`src/rtl/snake_pkg.sv`:
```
// Shared encodings for the snake game: directions, FSM states, datapath widths
// and the reverse-direction helper.
package snake_pkg;

   localparam int unsigned COORD_W = 10;
   localparam int unsigned LEN_W   = 7;

   typedef enum logic [1:0] {
      DIR_UP    = 2'd0,
      DIR_RIGHT = 2'd1,
      DIR_DOWN  = 2'd2,
      DIR_LEFT  = 2'd3
   } dir_e;

   typedef enum logic [1:0] {
      ST_IDLE = 2'd0,
      ST_RUN  = 2'd1,
      ST_DEAD = 2'd2
   } state_e;

   // Opposite directions differ only in bit 1 of the encoding.
   function automatic dir_e reverse_dir(input dir_e d);
      return dir_e'(d ^ 2'd2);
   endfunction

endpackage

```
`src/rtl/snake_body_if.sv`:
```
// Signal bundle between the snake body stage, the controls and the fruit stage.
interface snake_body_if #(
   parameter int unsigned MAX_LEN = 30
);

   logic                                  start;
   logic [1:0]                            dir_req;
   logic                                  dir_valid;
   logic                                  grow;
   logic [MAX_LEN*snake_pkg::COORD_W-1:0] body_x;
   logic [MAX_LEN*snake_pkg::COORD_W-1:0] body_y;
   logic [snake_pkg::LEN_W-1:0]           snake_length;
   logic                                  move_tick;
   logic                                  game_over;

   modport master (
      output start, dir_req, dir_valid, grow,
      input  body_x, body_y, snake_length, move_tick, game_over
   );

   modport slave (
      input  start, dir_req, dir_valid, grow,
      output body_x, body_y, snake_length, move_tick, game_over
   );

endinterface

```
`src/rtl/snake_body_move_timer.sv`:
```
// Move-interval timer: down-counter that pulses wrap_c once every TICK_DIV enabled cycles.
module move_timer #(
   parameter int unsigned TICK_DIV = 2_500_000
) (
   input  logic clk,
   input  logic rst,
   input  logic en,
   input  logic clr,
   output logic wrap_c
);

   localparam int unsigned      CNT_W   = $clog2(TICK_DIV);
   localparam logic [CNT_W-1:0] CNT_TOP = CNT_W'(TICK_DIV - 1);

   logic [CNT_W-1:0] cnt_q, cnt_d;

   always_comb begin
      cnt_d = cnt_q;
      if (clr) begin
         cnt_d = CNT_TOP;
      end else if (en) begin
         cnt_d = (cnt_q == '0) ? CNT_TOP : cnt_q - CNT_W'(1);
      end
   end

   assign wrap_c = en && !clr && (cnt_q == '0);

   always_ff @(posedge clk or posedge rst) begin
      if (rst) cnt_q <= CNT_TOP;
      else     cnt_q <= cnt_d;
   end

endmodule

```
`src/rtl/snake_body.sv`:
```
// Snake movement/body-tracking stage: tick-driven shift of MAX_LEN segments with wall/self collision.
// Define SNAKE_WRAP_EN to wrap the head around the playfield edges instead of dying at the walls.
module snake_body
   import snake_pkg::*;
#(
   parameter int unsigned MAX_LEN   = 30,
   parameter int unsigned STEP      = 10,
   parameter int unsigned TICK_DIV  = 2_500_000,
   parameter int unsigned X_MIN     = 150,
   parameter int unsigned X_MAX     = 749,
   parameter int unsigned Y_MIN     = 50,
   parameter int unsigned Y_MAX     = 499,
   parameter int unsigned START_X   = 400,
   parameter int unsigned START_Y   = 300,
   parameter int unsigned START_LEN = 3
) (
   input logic         clk,
   input logic         rst,
   snake_body_if.slave bus
);

   localparam int unsigned SW = COORD_W + 1;
   localparam logic signed [SW-1:0] STEP_S = SW'(STEP);
   localparam logic signed [SW-1:0] XMIN_S = SW'(X_MIN);
   localparam logic signed [SW-1:0] XMAX_S = SW'(X_MAX);
   localparam logic signed [SW-1:0] YMIN_S = SW'(Y_MIN);
   localparam logic signed [SW-1:0] YMAX_S = SW'(Y_MAX);

   function automatic logic [COORD_W-1:0] init_x(input int unsigned i);
      return COORD_W'(START_X - i * STEP);
   endfunction

   state_e               state_q, state_d;
   dir_e                 dir_q, dir_d, pend_dir_q, pend_dir_d;
   logic                 pend_grow_q, pend_grow_d;
   logic [LEN_W-1:0]     len_q, len_d;
   logic [COORD_W-1:0]   bx_q [MAX_LEN];
   logic [COORD_W-1:0]   bx_d [MAX_LEN];
   logic [COORD_W-1:0]   by_q [MAX_LEN];
   logic [COORD_W-1:0]   by_d [MAX_LEN];
   logic                 move_tick_q, move_tick_d;
   logic                 game_over_q, game_over_d;

   logic                 tick_c, init_c, grow_eff, wall_hit, self_hit;
   logic signed [SW-1:0] hx_s, hy_s, nx_s, ny_s;
   logic [COORD_W-1:0]   nhx, nhy;
   logic [LEN_W-1:0]     self_lim;

   assign init_c   = (state_q != ST_RUN) && bus.start;
   assign grow_eff = pend_grow_q || bus.grow;

   move_timer #(.TICK_DIV(TICK_DIV)) u_timer (
      .clk    (clk),
      .rst    (rst),
      .en     (state_q == ST_RUN),
      .clr    (init_c),
      .wrap_c (tick_c)
   );

   // Next head in 11-bit signed so a step below zero stays negative.
   always_comb begin
      hx_s = $signed({1'b0, bx_q[0]});
      hy_s = $signed({1'b0, by_q[0]});
      nx_s = hx_s;
      ny_s = hy_s;
      case (pend_dir_q)
         DIR_UP:    ny_s = hy_s - STEP_S;
         DIR_RIGHT: nx_s = hx_s + STEP_S;
         DIR_DOWN:  ny_s = hy_s + STEP_S;
         default:   nx_s = hx_s - STEP_S;
      endcase
`ifdef SNAKE_WRAP_EN
      wall_hit = 1'b0;
      if (nx_s > XMAX_S)      nhx = COORD_W'(X_MIN);
      else if (nx_s < XMIN_S) nhx = COORD_W'(X_MAX);
      else                    nhx = COORD_W'(nx_s);
      if (ny_s > YMAX_S)      nhy = COORD_W'(Y_MIN);
      else if (ny_s < YMIN_S) nhy = COORD_W'(Y_MAX);
      else                    nhy = COORD_W'(ny_s);
`else
      wall_hit = (nx_s < XMIN_S) || (nx_s > XMAX_S) || (ny_s < YMIN_S) || (ny_s > YMAX_S);
      nhx      = COORD_W'(nx_s);
      nhy      = COORD_W'(ny_s);
`endif
   end

   // A pending grow keeps the tail in place, so it stays a collision target.
   always_comb begin
      self_lim = grow_eff ? len_q : len_q - LEN_W'(1);
      self_hit = 1'b0;
      for (int unsigned j = 0; j < MAX_LEN; j++) begin
         if ((LEN_W'(j) < self_lim) && (bx_q[j] == nhx) && (by_q[j] == nhy)) self_hit = 1'b1;
      end
   end

   always_comb begin
      state_d     = state_q;
      dir_d       = dir_q;
      pend_dir_d  = pend_dir_q;
      pend_grow_d = pend_grow_q;
      len_d       = len_q;
      bx_d        = bx_q;
      by_d        = by_q;
      move_tick_d = 1'b0;

      if (bus.dir_valid && (dir_e'(bus.dir_req) != reverse_dir(dir_q))) begin
         pend_dir_d = dir_e'(bus.dir_req);
      end

      case (state_q)
         ST_RUN: begin
            if (bus.grow) pend_grow_d = 1'b1;
            if (tick_c) begin
               if (wall_hit || self_hit) begin
                  state_d = ST_DEAD;
               end else begin
                  for (int unsigned i = 1; i < MAX_LEN; i++) begin
                     bx_d[i] = bx_q[i-1];
                     by_d[i] = by_q[i-1];
                  end
                  bx_d[0]     = nhx;
                  by_d[0]     = nhy;
                  dir_d       = pend_dir_q;
                  move_tick_d = 1'b1;
                  if (grow_eff) begin
                     pend_grow_d = 1'b0;
                     if (len_q < LEN_W'(MAX_LEN)) len_d = len_q + LEN_W'(1);
                  end
               end
            end
         end
         ST_IDLE, ST_DEAD: begin
            if (bus.start) begin
               state_d     = ST_RUN;
               dir_d       = DIR_RIGHT;
               pend_dir_d  = DIR_RIGHT;
               pend_grow_d = 1'b0;
               len_d       = LEN_W'(START_LEN);
               for (int unsigned i = 0; i < MAX_LEN; i++) begin
                  bx_d[i] = init_x(i);
                  by_d[i] = COORD_W'(START_Y);
               end
            end
         end
         default: state_d = ST_IDLE;
      endcase

      game_over_d = (state_d == ST_DEAD);
   end

   always_ff @(posedge clk or posedge rst) begin
      if (rst) begin
         state_q     <= ST_IDLE;
         dir_q       <= DIR_RIGHT;
         pend_dir_q  <= DIR_RIGHT;
         pend_grow_q <= 1'b0;
         len_q       <= LEN_W'(START_LEN);
         move_tick_q <= 1'b0;
         game_over_q <= 1'b0;
         for (int unsigned i = 0; i < MAX_LEN; i++) begin
            bx_q[i] <= init_x(i);
            by_q[i] <= COORD_W'(START_Y);
         end
      end else begin
         state_q     <= state_d;
         dir_q       <= dir_d;
         pend_dir_q  <= pend_dir_d;
         pend_grow_q <= pend_grow_d;
         len_q       <= len_d;
         move_tick_q <= move_tick_d;
         game_over_q <= game_over_d;
         bx_q        <= bx_d;
         by_q        <= by_d;
      end
   end

   for (genvar i = 0; i < MAX_LEN; i++) begin : g_pack
      assign bus.body_x[i*COORD_W +: COORD_W] = bx_q[i];
      assign bus.body_y[i*COORD_W +: COORD_W] = by_q[i];
   end

   assign bus.snake_length = len_q;
   assign bus.move_tick    = move_tick_q;
   assign bus.game_over    = game_over_q;

endmodule
```
`src/flat_wrapper.sv`:
```
// flat-port wrapper written by rule: the top's interface ports become plain ports
module snake_body_flat import snake_pkg::*;
#(
   parameter int unsigned MAX_LEN   = 30,
   parameter int unsigned STEP      = 10,
   parameter int unsigned TICK_DIV  = 2_500_000,
   parameter int unsigned X_MIN     = 150,
   parameter int unsigned X_MAX     = 749,
   parameter int unsigned Y_MIN     = 50,
   parameter int unsigned Y_MAX     = 499,
   parameter int unsigned START_X   = 400,
   parameter int unsigned START_Y   = 300,
   parameter int unsigned START_LEN = 3
)
  (clk, rst, bus_start, bus_dir_req, bus_dir_valid, bus_grow, bus_body_x, bus_body_y, bus_snake_length, bus_move_tick, bus_game_over);
  snake_body_if #(.MAX_LEN(MAX_LEN)) bus_i ();
  input logic clk;
  input logic rst;
  input wire logic [$bits(bus_i.start)-1:0] bus_start;
  input wire logic [$bits(bus_i.dir_req)-1:0] bus_dir_req;
  input wire logic [$bits(bus_i.dir_valid)-1:0] bus_dir_valid;
  input wire logic [$bits(bus_i.grow)-1:0] bus_grow;
  output wire logic [$bits(bus_i.body_x)-1:0] bus_body_x;
  output wire logic [$bits(bus_i.body_y)-1:0] bus_body_y;
  output wire logic [$bits(bus_i.snake_length)-1:0] bus_snake_length;
  output wire logic [$bits(bus_i.move_tick)-1:0] bus_move_tick;
  output wire logic [$bits(bus_i.game_over)-1:0] bus_game_over;
  assign bus_i.start = bus_start;
  assign bus_i.dir_req = bus_dir_req;
  assign bus_i.dir_valid = bus_dir_valid;
  assign bus_i.grow = bus_grow;
  assign bus_body_x = bus_i.body_x;
  assign bus_body_y = bus_i.body_y;
  assign bus_snake_length = bus_i.snake_length;
  assign bus_move_tick = bus_i.move_tick;
  assign bus_game_over = bus_i.game_over;
  snake_body #(.MAX_LEN(MAX_LEN), .STEP(STEP), .TICK_DIV(TICK_DIV), .X_MIN(X_MIN), .X_MAX(X_MAX), .Y_MIN(Y_MIN), .Y_MAX(Y_MAX), .START_X(START_X), .START_Y(START_Y), .START_LEN(START_LEN)) u_core (.clk(clk), .rst(rst), .bus(bus_i));
endmodule
```
`config.mk`:
```
export PLATFORM = sky130hd
export DESIGN_NAME = snake_body_flat
export DESIGN_NICKNAME = d
export VERILOG_FILES = /design/src/rtl/snake_pkg.sv /design/src/rtl/snake_body_if.sv /design/src/rtl/snake_body_move_timer.sv /design/src/rtl/snake_body.sv /design/src/flat_wrapper.sv
export SDC_FILE = /design/constraint.sdc
export NUM_CORES = 2
export LEC_CHECK = 0
export CELL_PAD_IN_SITES_DETAIL_PLACEMENT = 1
export CELL_PAD_IN_SITES_GLOBAL_PLACEMENT = 2
export CORE_MARGIN = 2
export CORE_UTILIZATION = 34
export CTS_BUF_LIST = sky130_fd_sc_hd__clkbuf_8
export CTS_CLUSTER_DIAMETER = 100
export DETAILED_ROUTE_END_ITERATION = 10
export PLACE_DENSITY_LB_ADDON = 0.05
export SYNTH_ARGS = -nofsm -noshare
export SYNTH_HDL_FRONTEND = slang
export SYNTH_HIERARCHICAL = 1
export SYNTH_SLANG_ARGS = --single-unit
export TNS_END_PERCENT = 50
```
`constraint.sdc`:
```
create_clock -name clk -period 21.5 [get_ports clk]
set_clock_uncertainty 0.2 [all_clocks]
set_input_delay 4.3 -clock clk [delete_from_list [all_inputs] [get_ports clk]]
set_output_delay 4.3 -clock clk [all_outputs]
set_load 0.005 [all_outputs]
```
==> flow_metrics.tcl <==
set metrics [dict create \
    vias 40400 \
    critPathLaunch "bus_grow" \
    synthAdderAreaFrac 0.00789 \
    grt_pass1_wl_um 346000 \
    die_h_um 342 \
    r2r_cells 20 \
    syn_avg_cell_area_um2 8.75 \
    power_density_nw_per_um2 236 \
    initial_core_util 0.341 \
    cp.arrival_ns 12.06 \
    clockRootBuffer "clkbuf_8" \
    hp-class "reg -> reg" \
    ys_types 109 \
    h-tree-depth 3 \
    r2r_slack_ns 10.42 \
    fmax_mhz 86.5 \
    cp_top_family "buffers and inverters" \
    report.final.slew_viol_count 0 \
    place_ws_ns 9.46 \
    synth_edf_count 0 \
    synth_seq_cells 578 \
    cp-start-kind "primary input" \
    synth-compound-area-share 0.210 \
    boundaryPins 616 \
    postRouteAntennaNets 0 \
    gp_congestion 1.07 \
    crit_chain "clkdlybuf4s50_1 > or4_1 > o31a_1 > a21oi_1 > a21oi_1 > or4_1 > nor4_1 > nand4_1 > o41a_1 > o311ai_1 > nor4_4 > a41oi_4 > buf_4 > buf_4 > buf_4 > mux2_2" \
    row_count 124 \
    slowest_delay_ns 1.10 \
    routed_wl_um 258000 \
    crit_type "in -> reg" \
    cts_tree "built" \
    finalSetupViolCount 0 \
    drt-pass1-iter-count 6 \
    grt_max_degree 271 \
    dp_hpwl_um 192000 \
    clock_sinks 578 \
    r2r_end "u_core/bus.body_x[4]" \
    endpoint "u_core/bus.body_x[4]" \
    clk_pin_slew_worst_paths_ns 0.06 \
    hold_violations 0 \
    drive_above_1_share 0.139 \
    max-cap-violations 0 \
    worst-path-stages 16 \
    nets 4921 \
    synth-xor-area-share 0.129 \
    drc_errors 0 \
    syn_inst 4441 \
    numCtsBuffers 107 \
    critPathCaptureType "register" \
    worst_slew_pin_slew_ns 1.48 \
    max-clock-path-buffers 3 \
    cts_resized 0 \
    pwr-share-clk 0.099 \
    viasPerCell 6.21 \
    fillers 13200 \
    crit_top_cell "buf_4" \
    path_buf_inv 4 \
    switching_share 0.566 \
    p_sw_w 0.00642 \
    grt-ovfl-total 0 \
    rsz0062_at_grt "no" \
    clk_latency_ns 0.83 \
    grt_use_total 0.429 \
    avgRoutedWirePerCell_um 39.6 \
    fin_crit_ns 11.56 \
    dieArea_um2 117000 \
    timing.final.ws_setup_ns 9.94 \
    ys_warn_count 6 \
    drt-initial-drc-count 4536 \
    utilization 0.422 \
    cp_slowest_cell "a21oi_1" \
    setup_tns_ns 0 \
    synth_mux_area_frac 0.0163 \
    post_cts_buffers 0 \
    antenna_found_initial 22 \
    yosys.area_share.simple 0.192 \
    intPower_w 0.00493 \
    area_growth_pct 23.6 \
    grt_pass1_vias 39500 \
    ctsHoldBuffers 0 \
    synth-async-reset-ratio 1.00 \
    leakage_nw 18.9 \
    synth_top_family_by_area "compound AO/OA/AOI/OAI gates" \
    synth.cell_area_um2 38900 \
    core_um2 114000 \
    ys_seq_area_frac 0.380 \
    period_share 0.538 \
    worstPathRequired_ns 22.00 \
    io_buffer_count 555 \
    dieWidth_um 342 \
    relSlewSlack 0.0148 \
    irDropWorstVdd_mv 0.111 \
    worstReg2RegStart "u_core/pend_dir_q[0]" \
    combPwrFrac 0.639 \
    critPathMaxFanout 111 \
    status "finished, final reports clean" \
    ys.flop_type "dfrtp_1" \
    p_seq_frac 0.262 \
]
-- per-layer routing --
metal | vias to the layer above | global-route usage | wire length (um)
met2 | 2335 | 0.657 | 114000
met5 | - | 0 | 80
li1 | 16500 | - | -
met3 | 745 | 0.0937 | 21100
met4 | 10 | 0.316 | 22100
met1 | 20800 | 0.532 | 101000
-- layout by cell type, fill, tap and decap left out, types with 30 or more instances in the layout --
cell type and instances:
dfstp_2 255, clkdlybuf4s50_1 555, xnor2_1 289, o2111ai_1 36, nor2_1 144, inv_1 117, o21ai_0 384, buf_4 151
a31oi_1 33, clkbuf_8 136, nor4_1 59, dfrtp_1 317, o211ai_1 30, nand2b_1 228, nand2_1 773, nor3_1 78
xor2_1 262, a2111oi_0 32, a21oi_1 86, o22ai_1 33, nand3_1 71, o31a_1 224, o31ai_1 36, conb_1 60
a211oi_1 40, nand4_1 40
-- power by group through the flow --
stage / registers, W / clock network, W / logic (W)
2_1_floorplan: 0.00230 / 0 / 0.00325
3_3_place_gp: 0.00297 / 0 / 0.00684
3_5_place_dp: 0.00297 / 0 / 0.00687
4_1_cts: 0.00296 / 0.00115 / 0.00691
5_1_grt: 0.00300 / 0.00118 / 0.00731
6_report: 0.00298 / 0.00112 / 0.00725
-- worst min-delay path by stage --
stage                     from               to  slack (ns)  depth (start not counted)
3_5_place_dp   u_core/dir_q[0]  u_core/dir_q[0]        0.28                          2
4_1_cts        u_core/dir_q[0]  u_core/dir_q[0]        0.29                          2
3_3_place_gp   u_core/dir_q[0]  u_core/dir_q[0]        0.28                          2
6_report       u_core/dir_q[0]  u_core/dir_q[0]        0.29                          2
2_1_floorplan  u_core/dir_q[0]  u_core/dir_q[0]        0.26                          2
5_1_grt        u_core/dir_q[0]  u_core/dir_q[0]        0.32                          2
-- cell usage after synthesis (all sizes together) (75+ instances only) --
cell	number	area, um2
nand2	773	2900
xnor2	292	2570
xor2	262	2290
inv	75	282
nor3	81	410
dfrtp	322	8060
buf	224	1450
clkbuf	202	759
nand2b	229	1430
o21ai	390	1950
dfstp	256	6730
a21oi	91	459
o31a	225	1970
nor2	150	566
-- registers in the layout, summed over array words and instances (netlist names) --
signal                   count
u_core/bus.move_tick         1
u_core/dir_q                 2
u_core/bus.body_y          270
u_core/pend_dir_q            2
u_core/state_q               2
u_core/bus.body_x          270
u_core/pend_grow_q           1
u_core/u_timer/cnt_q        22
u_core/bus.game_over         1
u_core/bus.snake_length      7
-- worst register-to-register path: stages (launching register included) --
cell       delay [ns]
dfstp_4          0.65
buf_4            0.37
nand2b_1         0.73
ha_2             0.47
buf_4            0.30
and4b_1          0.39
nor4_2           0.69
mux2i_1          0.42
nor2_4           0.04
buf_4            0.32
xnor2_1          0.85
nand3_1          0.54
a311oi_1         0.75
nand4_1          0.24
nand4_1          0.35
a2111oi_2        0.16
a41oi_4          0.33
buf_4            0.90
buf_4            0.91
buf_4            0.90
mux2_2           0.48
-- per-stage QoR --
stage	total power, W	area, um2	hold WS [ns]	std cells
after global routing	0.0115	48000	0.323	6501
after floorplan	0.00555	39100	0.257	4500
after CTS	0.0110	48000	0.293	6499
after detailed placement	0.00984	45800	0.281	6297
final	0.0113	48000	0.292	6511
after global placement	0.00980	45800	0.282	6297
-- cell type report --
cell class	count	area, um2	share of cell area
tap	1512	1890	0.0394
timing repair buffer	711	6790	0.141
antenna	12	30.0	0.000625
clock inverter	66	357	0.00743
sequential	578	14800	0.308
multi-input combinational	3420	22000	0.458
clock buffer	136	1870	0.0390
inverter	76	302	0.00628
-- cells by family after synthesis --
family          count (synthesis)
mux                            56
xor+xnor                      560
buf+inv                       502
flops                         578
compound gates               1158
fa+ha+maj                      24
other cells                     1
simple gates                 1562
Power figures use the tool's default switching activity.
